**src/rtl/dsp_pkg.sv**
```systemverilog
// Shared helpers for the int8 dot-product datapath: tree sizing functions and default widths.
package dsp_pkg;

  localparam int DEFAULT_TREE_SIZE = 19;

  function automatic int tree_levels(input int n);
    return (n <= 1) ? 0 : $clog2(n);
  endfunction

  // Node count entering level k of a pairwise tree with n leaves: ceil(n / 2^k).
  function automatic int level_count(input int n, input int k);
    int c;
    c = n;
    for (int i = 0; i < k; i++) c = (c + 1) / 2;
    return c;
  endfunction

endpackage

```
**src/rtl/adder_tree_stage.sv**
```systemverilog
// One registered level of the reduction tree: pairwise signed adds, odd leftover passed through.
module adder_tree_stage
  import dsp_pkg::*;
#(
  parameter int W = DEFAULT_TREE_SIZE,
  parameter int N = 2
) (
  input  logic                clk,
  input  logic                rst_n,
  input  logic signed [W-1:0] din  [N],
  output logic signed [W:0]   dout [(N+1)/2]
);

  localparam int NO = (N + 1) / 2;

  logic signed [W:0] sum_c [NO];
  logic signed [W:0] sum_p [NO];

  function automatic logic signed [W:0] sext1(input logic signed [W-1:0] x);
    return {x[W-1], x};
  endfunction

  // The unpaired last element is only widened so it keeps the same latency as the sums.
  always_comb begin
    for (int j = 0; j < NO; j++) sum_c[j] = '0;
    for (int j = 0; j < N / 2; j++) sum_c[j] = sext1(din[2*j]) + sext1(din[2*j+1]);
    if (N % 2 == 1) sum_c[NO-1] = sext1(din[N-1]);
  end

  // ---- stage register ----
  always_ff @(posedge clk or negedge rst_n) begin
    if (!rst_n) begin
      for (int j = 0; j < NO; j++) sum_p[j] <= '0;
    end else begin
      sum_p <= sum_c;
    end
  end

  assign dout = sum_p;

endmodule

```
**src/rtl/pipelined_signed_adder_tree.sv**
```systemverilog
// Fully pipelined full-precision signed sum of NUM operands, one register level per tree level.
module pipelined_signed_adder_tree
  import dsp_pkg::*;
#(
  parameter int SIZE  = DEFAULT_TREE_SIZE,
  parameter int NUM   = 16,
  parameter int LEVELS = tree_levels(NUM),
  parameter int OUT_W  = SIZE + LEVELS
) (
  input  logic                   clk,
  input  logic                   rst_n,
  input  logic signed [SIZE-1:0] din [NUM],
  output logic signed [OUT_W-1:0] dout
);

  if (LEVELS == 0) begin : g_passthru
    // A single operand needs no tree; clock and reset are deliberately left unused.
    logic unused_ok;
    assign unused_ok = clk ^ rst_n;
    assign dout = din[0];
  end else begin : g_tree
    for (genvar k = 0; k < LEVELS; k++) begin : g_lvl
      localparam int W_IN  = SIZE + k;
      localparam int N_IN  = level_count(NUM, k);
      localparam int N_OUT = level_count(NUM, k + 1);

      logic signed [W_IN:0] sum_p [N_OUT];

      if (k == 0) begin : g_first
        adder_tree_stage #(
          .W(W_IN),
          .N(N_IN)
        ) u_stage (
          .clk  (clk),
          .rst_n(rst_n),
          .din  (din),
          .dout (sum_p)
        );
      end else begin : g_next
        adder_tree_stage #(
          .W(W_IN),
          .N(N_IN)
        ) u_stage (
          .clk  (clk),
          .rst_n(rst_n),
          .din  (g_lvl[k-1].sum_p),
          .dout (sum_p)
        );
      end
    end

    // ---- final level drives the output directly ----
    assign dout = g_lvl[LEVELS-1].sum_p[0];
  end

endmodule

```
**config.mk**
```make
export PLATFORM = sky130hd
export DESIGN_NAME = pipelined_signed_adder_tree
export DESIGN_NICKNAME = d
export VERILOG_FILES = /design/src/rtl/dsp_pkg.sv /design/src/rtl/adder_tree_stage.sv /design/src/rtl/pipelined_signed_adder_tree.sv
export SDC_FILE = /design/constraint.sdc
export NUM_CORES = 1
export LEC_CHECK = 0
export CAP_MARGIN = 30
export CORE_UTILIZATION = 56
export DETAILED_ROUTE_END_ITERATION = 10
export HOLD_SLACK_MARGIN = 0.12
export PLACE_DENSITY_LB_ADDON = 0.3
export SLEW_MARGIN = 0
export SYNTH_ARGS = -nofsm -noshare
export SYNTH_HDL_FRONTEND = slang
export SYNTH_SLANG_ARGS = --single-unit
```
**constraint.sdc**
```tcl
create_clock -name clk -period 2.98 [get_ports clk]
set_input_delay 0.447 -clock clk [delete_from_list [all_inputs] [get_ports clk]]
set_output_delay 0.447 -clock clk [all_outputs]
set_load 0.01 [all_outputs]
```
# Word level (Yosys, flattened, before mapping)
# Cells that the tools add are included.
[totals] reg_bits=311 inputBits=306 elab_cells=30
[op_classes] add_sub_neg=15
[ops] cell="$add A19 B19 Y20" n=8
[ops] cell="$add A20 B20 Y21" n=4
[ops] cell="$add A21 B21 Y22" n=2
[ops] cell="$add A22 B22 Y23" n=1

# Depth between registers and ports, before layout
# Gate-level depths: netlist of the first run.
[logic_depth] word_depth=1 mapped_depth=10 mapped_depth_nobuf=10

# Hierarchy
# Synthesis of the first run repeated with hierarchy kept, for this count alone.
[unflattened] hier_cells=2270 area_unflattened_um2=22016.1
[by_module_without_submodules] mod="adder_tree_stage at g_tree.g_lvl[0].g_first.u_stage" area_each_um2=11418.5 instances=1 cells_per_inst=1182 seq_area_each_um2=4003.8
[by_module_without_submodules] mod="adder_tree_stage at g_tree.g_lvl[1].g_next.u_stage" area_each_um2=5818.1 instances=1 cells_per_inst=585 seq_area_each_um2=2102.0
[by_module_without_submodules] mod="adder_tree_stage at g_tree.g_lvl[2].g_next.u_stage" area_each_um2=3034.2 instances=1 cells_per_inst=320 seq_area_each_um2=1101.1
[by_module_without_submodules] mod="adder_tree_stage at g_tree.g_lvl[3].g_next.u_stage" area_each_um2=1745.4 instances=1 cells_per_inst=183 seq_area_each_um2=575.6

# Least setup slack after synthesis of the first run
# No wires, ideal clock.
[synth_timing] kind="register to register" startpoint="register g_tree.g_lvl[0].g_first.u_stage.sum_p (netlist bit g_tree.g_lvl[0].g_first.u_stage.dout[40])" endpoint="register g_tree.g_lvl[1].g_next.u_stage.sum_p (netlist bit g_tree.g_lvl[1].g_next.u_stage.dout[41])" arrival_ns=2.516 path_slack_ns=0.363 required_ns=2.879 setup_ns=0.101 path_stages_with_launch=10 path_buffers=0 cell_sequence="dfrtp_1 > ha_1 > fa_1 > a21o_1 > a21o_1 > a2111oi_2 > o31ai_1 > a31o_2 > and3_1 > o32ai_1"
[synth_lines] element="from (decl)" line_no="adder_tree_stage.sv:17" text="logic signed [W:0] sum_p [NO];"
[synth_lines] element="from (signal assigned)" line_no="adder_tree_stage.sv:35" text="sum_p <= sum_c;"
[synth_lines] element="to (signal assigned)" line_no="adder_tree_stage.sv:35"
[synth_lines] element="to (decl)" line_no="adder_tree_stage.sv:17"

==> results of run 1 <==
==> metrics by stage <==
stage	setup TNS (ns)	utilization (%)	power (W)	instance area (µm²)
global placement	-0.2371	68.17	0.01956	25740
finish	0	71.32	0.02434	26930
floorplan	0	-	0.01620	21530
global route	0	71.32	0.02621	26930
CTS	0	71.23	0.02432	26890
detailed placement	-0.7364	68.17	0.01993	25740
==> registers in the layout (all words and copies together) (netlist names) <==
register                           flops
g_tree.g_lvl.g_first.u_stage.dout    160
g_tree.g_lvl.g_next.u_stage.dout     151
==> report_power, final <==
| part | switching [W] | leakage [nW] | total (W) | internal (W) |
|---|---|---|---|---|
| clock | 0.00163 | 0.569 | 0.00422 | 0.00260 |
| combinational | 0.00733 | 8.13 | 0.0135 | 0.00613 |
| sequential | 0.000786 | 3.62 | 0.00666 | 0.00587 |
==> repair_timing <==
action                     CTS  global route
hold endpoints to repair    88             0
gates resized for setup      1             6
setup endpoints to repair    1             4
hold buffers                 1             0
==> per-layer routing <==
metal | wire length (µm) | vias up | track usage [%]
li1 | - | 8877 | -
met1 | 22880 | 8600 | 34.79
met2 | 25350 | 477 | 46.18
met3 | 2456 | 79 | 2.827
met4 | 981 | 0 | 6.288
met5 | 0 | - | 0
==> path summary, 6_finish.rpt <==
check,from,to,cells past startpoint
min,g_tree.g_lvl[0].g_first.u_stage.dout[60]$_DFF_PN0_,g_tree.g_lvl[1].g_next.u_stage.dout[21]$_DFF_PN0_,1
max reg2reg,g_tree.g_lvl[0].g_first.u_stage.dout[120]$_DFF_PN0_,g_tree.g_lvl[1].g_next.u_stage.dout[83]$_DFF_PN0_,9
min reg2reg,g_tree.g_lvl[0].g_first.u_stage.dout[60]$_DFF_PN0_,g_tree.g_lvl[1].g_next.u_stage.dout[21]$_DFF_PN0_,1
max,g_tree.g_lvl[0].g_first.u_stage.dout[120]$_DFF_PN0_,g_tree.g_lvl[1].g_next.u_stage.dout[83]$_DFF_PN0_,9
max in group asynchronous,rst_n,g_tree.g_lvl[0].g_first.u_stage.dout[40]$_DFF_PN0_,3
min in group asynchronous,rst_n,g_tree.g_lvl[0].g_first.u_stage.dout[0]$_DFF_PN0_,2
==> worst max-delay path: cells and delay by family (launching register included) <==
kind,cells,cell delay (ns)
AOI/OAI and AO/OA,6,1.63
adders and majority gates,2,0.65
and+or+nand+nor,1,0.11
DFF,1,0.37
==> cells in the final DEF, fill, tap and decap left out, drive strengths merged, types with 63 or more instances in the layout <==
master,n
o21ai,108
inv,81
a21oi,225
xnor2,157
clkdlybuf4s50,327
nor2,178
a21o,133
dfrtp,311
xor2,63
nand2,100
ha,296
==> layout make-up <==
cell class                 instances  area [µm²]  area share [%]
multi-input combinational       1790       13400           49.77
clock inverter                     9       95.09          0.3531
antenna                            1       2.502        0.009293
timing repair buffer             372        3659           13.59
clock buffer                      50        1045           3.880
sequential                       311        7782           28.90
inverter                          81       304.0           1.129
tap                              511       639.4           2.374
==> logic make-up (layout without fill, tap and decap cells) <==
logic type	Yosys count	after routing	synth area share, %
compound gates	719	719	21.99
xor+xnor	220	220	8.950
fa+ha+maj	311	311	18.60
buf+inv	102	512	1.778
flops	311	311	36.15
mux	14	14	0.6567
other cells	0	1	0
simple gates	526	526	11.88
==> impl_results.md, run 1 <==
* Fmax at 352.0 MHz
* First-pass GRT wire length at 83.52 mm
* Drt drc at 0
* Die span in y at around 200 µm
* Dominant cells by area after synthesis: dfrtp_1 36%, ha_1 17%, xnor2_1 6.4%
* WS Path Type: reg2reg
* Pwr/cell area at roughly 900 nW/µm²
* Setup Fix Bufs, Post-CTS at 0
* Placed cell count at 3064
* Crit path capture type: flop
* Area Growth Syn to Fin at 25.08%
* Max incr delay on CP at 0.42 ns
* 1st-pass router iterations at 5
* Fraction of layout instances using a drive strength above 1 at 4.822%
* CP startpoint kind: flop
* CP Cell Sequence: ha_1, fa_1, a21o_1, nand3_1, a31oi_1, a311o_1, a21o_1, a311o_1, a31oi_1
* Max clock buf depth at 3
* Worst VDD drop at 0.4819 mV
* Worst-Skew Late Latency at ~0.51 ns
* Leakage at 12.33 nW
* Die Area at 39230 µm²
* Worst slack, placed at -0.1455 ns
* Initial antenna violation count at 0
* FF+latch count, synth at 311
* Clock buffer count from CTS at 35
* Max_cap viols at 0
* DRT antenna net count at 0
* Rows at 71
* Worst Tran Pin Value at 1.017 ns
* Fin nets at 3208
* CP max-delay cell: fa_1
* Gr usage total at 26.34%
* Root Driver: clkbuf_16
* # fillers at 2813
* Worst hold path class: reg2reg
* Async set-reset flop share out of synthesis at 100.0%
* Top-count cell post-synth: dfrtp_1
* Rel. slew slack at 31.64%
* Post-synth cell types at 76
* Outcome: complete, no violations
* Final Hold Vio Count at 0
* Die X at 198.1 µm
* Initial Utilization at 57.02%
* Largest net degree at the start of global routing at slightly below 100
* Unrepaired setup endpoints after global routing: false
* Yosys warning total at 0
* Worst Path Required at 3.40 ns
* Final HPWL DP at around 42 mm
* Worst-path clk slew at 0.06 ns
* DR vias/cell at ~5.8
* Synth Net Count at 2820
* Synthesized area at 21530 µm²
* Top FF cell, synth: dfrtp_1
* Core Area at between 30000 and 40000 µm²
* Worst Hold Slack at ~0.47 ns
* Avg WL per Cell at 16.53 µm
* Vias in the first global route at roughly 18000
* Crit share post-route at between 90% and 100%
* Post-synth top area share at 36.15%
* GP Congestion at 0.9050
* Worst EP arrival at roughly 3.3 ns
* Final worst slack at 0.1388 ns
* H-Tree Depth at 2
* Yosys top cell by area: dfrtp_1
* Slew Limit Fails at 0
* EDFF count, synth at 0
* # clock sinks at 311
* Initial detailed-routing violation count at approximately 990
* Fin crit period at 2.841 ns
* # IOs at 329
* Commonest cells in the synthesized netlist: 311 x dfrtp_1, 296 x ha_1, 223 x a21oi_1
* Detailed Route WL at 51.67 mm
* Crit Path Max Fanout at 4
* Sequential share of the synthesized area at between 30 and 40%
* Syn Area/Cell at 9.773 µm²
* Grt total ovfl at 0
* Mapped Cells at around 2200
* Final setup fails at 0
* Vias at 18033
* CTS tree: yes
* # port buffers at ~330
* R2r setup slk at 0.14 ns
* Final Skew at about 0.010 ns
* Non-filler instance count after layout at 3125
Power figures use the tool's default switching activity.
==> inputs of run 2 (changes only) <==
Settings changed: CORE_UTILIZATION 56 to 60, GPL_TIMING_DRIVEN set to 1.
Clock period 2.98 ns to 3.4 ns, I/O delays scaled along.
==> run 2 against run 1 <==
Net effect: clock power is essentially flat; sequential power shrank 13%; sequential cell count is the same; non-clock buffer count shrank 36; via count is essentially flat; die area shrank 6.6%; critical path type unchanged.
==> impl_results.md, run 2 (same netlist as run 1, synthesis figures left out) <==
* Fin crit period at 2.946 ns (+0.1051 ns)
* Largest net degree at the start of global routing at 105 (+8.2%)
* Detailed Route WL at 52.05 mm (+0.73%)
* Rel. slew slack at 34.96% (+3.3 points)
* # port buffers at 328 (unchanged)
* Avg WL per Cell at 17.11 µm (+3.5%)
* # IOs at 329 (unchanged)
* Core Area at 35400 µm² (-6.2%)
* Grt total ovfl at 0 (unchanged)
* CP Cell Sequence: ha_1, fa_1, a21o_1, a21o_1, a2111oi_2, o31ai_1, a31o_2, and3_1, o32ai_1
* Final worst slack at 0.4537 ns (+0.3149 ns)
* Worst slack, placed at 0.1487 ns (+0.2943 ns)
* Commonest non-fill, non-tap cell in the layout: clkdlybuf4s50_1
* Max reg flops at 160 (unchanged)
* Worst hold path class: reg2reg
* WS Path Type: reg2reg
* Worst EP arrival at 3.36 ns (+0.10 ns)
* Final HPWL DP at 40.88 mm (-2.3%)
* Die X at 191.4 µm (-3.4%)
* Placed cell count at 2978 (-2.8%)
* Worst Path Required at 3.82 ns (+0.42 ns)
* DR vias/cell at 5.932 (+2.8%)
* Setup tns final at 0 ns (unchanged)
* Final Hold Vio Count at 0 (unchanged)
* DRT antenna net count at 0 (unchanged)
* N_diodes at 0 (-1)
* H-Tree Depth at 2 (unchanged)
* Max incr delay on CP at 0.47 ns (+0.05 ns)
* Clock buffer count from CTS at 35 (unchanged)
* Max clock buf depth at 3 (unchanged)
* Worst VDD drop at 0.8577 mV (+78%)
* Vias in the first global route at 18058 (+1.4%)
* Max_cap viols at 0 (unchanged)
* Crit Path Max Fanout at 4 (unchanged)
* Worst-Skew Late Latency at 0.52 ns (about the same)
* DP Area at 25410 µm² (-1.3%)
* Sw Ratio at 39.94% (-0.077 points)
* Most frequent cells in the layout: 327 x clkdlybuf4s50_1, 311 x dfrtp_1, 296 x ha_1, 223 x a21oi_1, 178 x nor2_1
* Clock share of power at 19.3% (+2.0 points)
* Fraction of layout instances using a drive strength above 1 at 3.565% (-1.3 points)
* Final setup fails at 0 (unchanged)
* Gr usage total at 28.78% (+2.4 points)
* Final Total Pwr at 0.02185 W (-10%)
* Drt drc at 0 (unchanged)
* Crit share post-route at 86.66% (-8.7 points)
* 1st-pass router iterations at 5 (unchanged)
* # clock sinks at 311 (unchanged)
* Finished Cell Area at 26720 µm² (-0.76%)
* Crit path capture type: flop
* CTS tree: yes
* Area Growth Syn to Fin at 24.12%
* Initial detailed-routing violation count at 1001 (+1.5%)
* Comb pwr share at 54.2% (-1.1 points)
* Pwr/cell area at 817.6 nW/µm² (-9.5%)
* Outcome: complete, no violations
* Post-CTS sizing at 0 (-1)
* Psw at 0.008726 W (-10%)
* Initial Utilization at 60.82% (+3.8 points)
* Final Skew at 0.01108 ns (+0.001005 ns)
* Slew Limit Fails at 0 (unchanged)
* Die span in y at 191.4 µm (-3.4%)
* CP max-delay cell: a2111oi_2
* Initial antenna violation count at 0 (unchanged)
* Unrepaired setup endpoints after global routing: false
* Die Area at 36640 µm² (-6.6%)
* Pint at 0.01312 W (-10%)
* Fmax at 339.4 MHz (-3.6%)
* Top cell by count, worst path: a21o_1
* First-pass GRT wire length at 85.42 mm (+2.3%)
* Non-filler instance count after layout at 3042 (-2.7%)
* CP startpoint kind: flop
* # fillers at 2540 (-9.7%)
* Worst Tran Pin Value at 0.9654 ns (-0.05135 ns)
* GP Congestion at 0.9588 (+5.9%)
* Vias at 18045 (+0.067%)
* Sequential power share at 26.5% (-0.8 points)
* Fin nets at 3172 (-1.1%)
* Rows at 69 (-2.8%)
* Root Driver: clkbuf_16
* Worst-path clk slew at 0.06 ns (about the same)
* Leakage at 12.21 nW (-0.93%)
run 2: layout make-up:
| type | count | area (µm²) | share of cell area, % |
|---|---|---|---|
| Timing Repair Buffer | 336 | 3388 | 12.68 |
| Clock inverter | 17 | 309.0 | 1.156 |
| Sequential cell | 311 | 7782 | 29.12 |
| Inverter | 81 | 304.0 | 1.138 |
| Clock buffer | 46 | 998.5 | 3.736 |
| Tap cell | 461 | 576.8 | 2.158 |
| Multi-Input combinational cell | 1790 | 13360 | 50.01 |
run 2: metrics by stage:
stage | hold WS, ns | util, %
after floorplan | 0.2144 | -
after global placement | 0.4468 | 71.77
after detailed placement | 0.4570 | 71.77
after CTS | 0.4709 | 75.50
after global routing | 0.4981 | 75.50
final | 0.4664 | 75.50
run 2: power by group through the flow:
| stage | registers, W | clock network (W) | logic (W) |
|---|---|---|---|
| after global routing | 0.00590 | 0.00444 | 0.0131 |
| after global placement | 0.00581 | 0 | 0.0112 |
| after detailed placement | 0.00584 | 0 | 0.0115 |
| after floorplan | 0.00559 | 0 | 0.00861 |
| after CTS | 0.00579 | 0.00427 | 0.0118 |
| final | 0.00580 | 0.00421 | 0.0118 |
run 2: what timing repair did:
| item | CTS | global route |
|---|---|---|
| endpoints found under the hold margin | 74 | 0 |
| buffers inserted | 0 | 0 |
| hold buffers | 1 | 0 |
run 2: routing by layer:
metal	up-vias	GRT usage, %	share of wire, %
met4	0	7.662	2.3
met3	100	3.764	4.7
met5	-	0	0
li1	8820	-	-
met1	8627	37.16	44
met2	498	50.57	49
run 2: worst max-delay path: cells and delay by family, from the launching register on:
| family | cells | cell delay (ns) |
|---|---|---|
| adders and majority gates | 2 | 0.63 |
| AOI/OAI and AO/OA | 6 | 1.67 |
| DFF | 1 | 0.36 |
| and+or+nand+nor | 1 | 0.17 |
run 2: final timing paths:
path	cells after the start	start	slack (ns)	endpoint
max	9	g_tree.g_lvl[0].g_first.u_stage.dout[40]$_DFF_PN0_	0.45	g_tree.g_lvl[1].g_next.u_stage.dout[41]$_DFF_PN0_
min	1	g_tree.g_lvl[0].g_first.u_stage.dout[60]$_DFF_PN0_	0.47	g_tree.g_lvl[1].g_next.u_stage.dout[21]$_DFF_PN0_
max in group asynchronous	3	rst_n	1.87	g_tree.g_lvl[0].g_first.u_stage.dout[55]$_DFF_PN0_
max reg2reg	9	g_tree.g_lvl[0].g_first.u_stage.dout[40]$_DFF_PN0_	0.45	g_tree.g_lvl[1].g_next.u_stage.dout[41]$_DFF_PN0_
min reg2reg	1	g_tree.g_lvl[0].g_first.u_stage.dout[60]$_DFF_PN0_	0.47	g_tree.g_lvl[1].g_next.u_stage.dout[21]$_DFF_PN0_
min in group asynchronous	2	rst_n	0.55	g_tree.g_lvl[3].g_next.u_stage.dout[0]$_DFF_PN0_
==> inputs of run 3 (changes only) <==
Settings changed: GPL_ROUTABILITY_DRIVEN set to 0.
==> run 3 against run 2 <==
Net effect: maximum frequency is 1.9% lower; critical endpoint unchanged; critical path type unchanged; clock power is 10% lower; first-iteration DRC count is 3.5% lower; sequential power hardly changed; non-clock buffer count stayed put.
==> impl_results.md, run 3 (same netlist as run 1, synthesis figures left out) <==
* Rel. slew slack at 42.26% (+7.3 points)
* Initial detailed-routing violation count at 966 (-3.5%)
* First-pass GRT wire length at 82.71 mm (-3.2%)
* # fillers at 2451 (-3.5%)
* Fraction of layout instances using a drive strength above 1 at 3.415% (-0.15 points)
* Final HPWL DP at 39.99 mm (-2.2%)
* Pwr/cell area at 800.7 nW/µm² (-2.1%)
* WS Path Type: reg2reg
* Max clock buf depth at 3 (unchanged)
* # port buffers at 328 (unchanged)
* # IOs at 329 (unchanged)
* Avg WL per Cell at 16.67 µm (-2.6%)
* Max_cap viols at 0 (unchanged)
* Final Hold Vio Count at 0 (unchanged)
* Drt drc at 0 (unchanged)
* Die span in y at 191.4 µm (unchanged)
* Worst EP arrival at 3.39 ns (+0.03 ns)
* Fin crit period at 3.003 ns (+0.05644 ns)
* Crit Path Max Fanout at 4 (unchanged)
* H-Tree Depth at 2 (unchanged)
* Crit share post-route at 88.32% (+1.7 points)
* Area Growth Syn to Fin at 23.44%
* Leakage at 12.15 nW (-0.52%)
* Crit path capture type: flop
* Vias at 18123 (+0.43%)
* Worst-path clk slew at 0.06 ns (about the same)
* Root Driver: clkbuf_16
* Detailed Route WL at 50.64 mm (-2.7%)
* DRT antenna net count at 0 (unchanged)
* # clock sinks at 311 (unchanged)
* Worst VDD drop at 0.7328 mV (-15%)
* Setup Fix Bufs, Post-CTS at 0 (unchanged)
* Worst Path Required at 3.78 ns (-0.04 ns)
* Worst-Skew Late Latency at 0.51 ns (about the same)
* Initial antenna violation count at 0 (unchanged)
* Slew Limit Fails at 0 (unchanged)
* Setup tns final at 0 ns (unchanged)
* Initial Utilization at 60.82% (unchanged)
* Clock buffer count from CTS at 34 (-2.9%)
* 1st-pass router iterations at 5 (unchanged)
* Unrepaired setup endpoints after global routing: false
* Commonest non-fill, non-tap cell in the layout: clkdlybuf4s50_1
* Fin nets at 3171 (-0.032%)
* Final Skew at 0.01299 ns (+0.001917 ns)
* CP startpoint kind: flop
* Final setup fails at 0 (unchanged)
* Post-CTS sizing at 0 (unchanged)
* Gr usage total at 27.66% (-1.1 points)
* Finished Cell Area at 26580 µm² (-0.55%)
* Outcome: complete, no violations
* Fmax at 333.0 MHz (-1.9%)
* Cts hold-fix bufs at 1 (unchanged)
* Die Area at 36640 µm² (unchanged)
* CTS tree: yes
* DR vias/cell at 5.965 (+0.56%)
* Die X at 191.4 µm (unchanged)
* DP Area at 25390 µm² (about the same)
* Worst hold path class: reg2reg
* N_diodes at 0 (unchanged)
* Largest net degree at the start of global routing at 108 (+2.9%)
* Grt total ovfl at 0 (unchanged)
* Max reg flops at 160 (unchanged)
* Vias in the first global route at 17967 (-0.50%)
* Most frequent cells in the layout: 327 x clkdlybuf4s50_1, 311 x dfrtp_1, 296 x ha_1, 223 x a21oi_1, 178 x nor2_1
* Rows at 69 (unchanged)
* Core Area at 35400 µm² (unchanged)
* Worst Tran Pin Value at 0.8570 ns (-0.1084 ns)
[run 3: final cells by class]
class	count	area [µm²]	share of cell area, %
multi-input combinational	1790	13360	50.29
sequential	311	7782	29.28
timing repair buffer	336	3376	12.70
clock buffer	48	1037	3.903
tap	461	576.8	2.170
inverter	81	304.0	1.144
clock inverter	11	135.1	0.5085
[run 3: layer usage]
metal / up-vias / share of wire (%) / global-route usage (%)
met5: - / 0 / 0
met4: 0 / 2.5 / 8.333
met3: 100 / 5.0 / 3.121
met2: 552 / 50 / 49.02
met1: 8657 / 43 / 35.30
li1: 8814 / - / -
[run 3: critical path, cell delays in order (launching register included)]
cell	delay (ns)
dfrtp_1	0.36
ha_1	0.23
fa_1	0.42
a21o_1	0.21
a21o_1	0.22
a2111oi_2	0.42
o31ai_1	0.22
a31o_2	0.30
and3_1	0.18
o32ai_1	0.31
[run 3: through the flow]
stage / cells / worst slack, ns / utilization [%] / power (W) / hold slack [ns]
after floorplan: 2203 / 0.7830 / - / 0.01420 / 0.2144
after global placement: 2978 / 0.2654 / 71.74 / 0.01682 / 0.4506
after detailed placement: 2978 / 0.1863 / 71.74 / 0.01724 / 0.4681
after CTS: 3038 / 0.3508 / 75.08 / 0.02121 / 0.4804
after global routing: 3038 / 0.2203 / 75.08 / 0.02282 / 0.4920
final: 3038 / 0.3972 / 75.08 / 0.02128 / 0.4814
[run 3: power breakdown]
group | total [W] | internal [W] | switching [W]
combinational | 0.0117 | 0.00529 | 0.00640
sequential | 0.00580 | 0.00514 | 0.000657
clock | 0.00379 | 0.00235 | 0.00144
total | 0.0213 | 0.0128 | 0.00850
[run 3: worst paths after layout]
path / startpoint / to / slack [ns] / cells past startpoint
hold reg to reg: g_tree.g_lvl[1].g_next.u_stage.dout[0]$_DFF_PN0_ / g_tree.g_lvl[2].g_next.u_stage.dout[0]$_DFF_PN0_ / 0.48 / 1
min in group asynchronous: rst_n / g_tree.g_lvl[0].g_first.u_stage.dout[0]$_DFF_PN0_ / 0.53 / 2
hold / removal: g_tree.g_lvl[1].g_next.u_stage.dout[0]$_DFF_PN0_ / g_tree.g_lvl[2].g_next.u_stage.dout[0]$_DFF_PN0_ / 0.48 / 1
max in group asynchronous: rst_n / g_tree.g_lvl[0].g_first.u_stage.dout[106]$_DFF_PN0_ / 1.86 / 3
setup / recovery: g_tree.g_lvl[0].g_first.u_stage.dout[40]$_DFF_PN0_ / g_tree.g_lvl[1].g_next.u_stage.dout[41]$_DFF_PN0_ / 0.40 / 9
setup reg to reg: g_tree.g_lvl[0].g_first.u_stage.dout[40]$_DFF_PN0_ / g_tree.g_lvl[1].g_next.u_stage.dout[41]$_DFF_PN0_ / 0.40 / 9
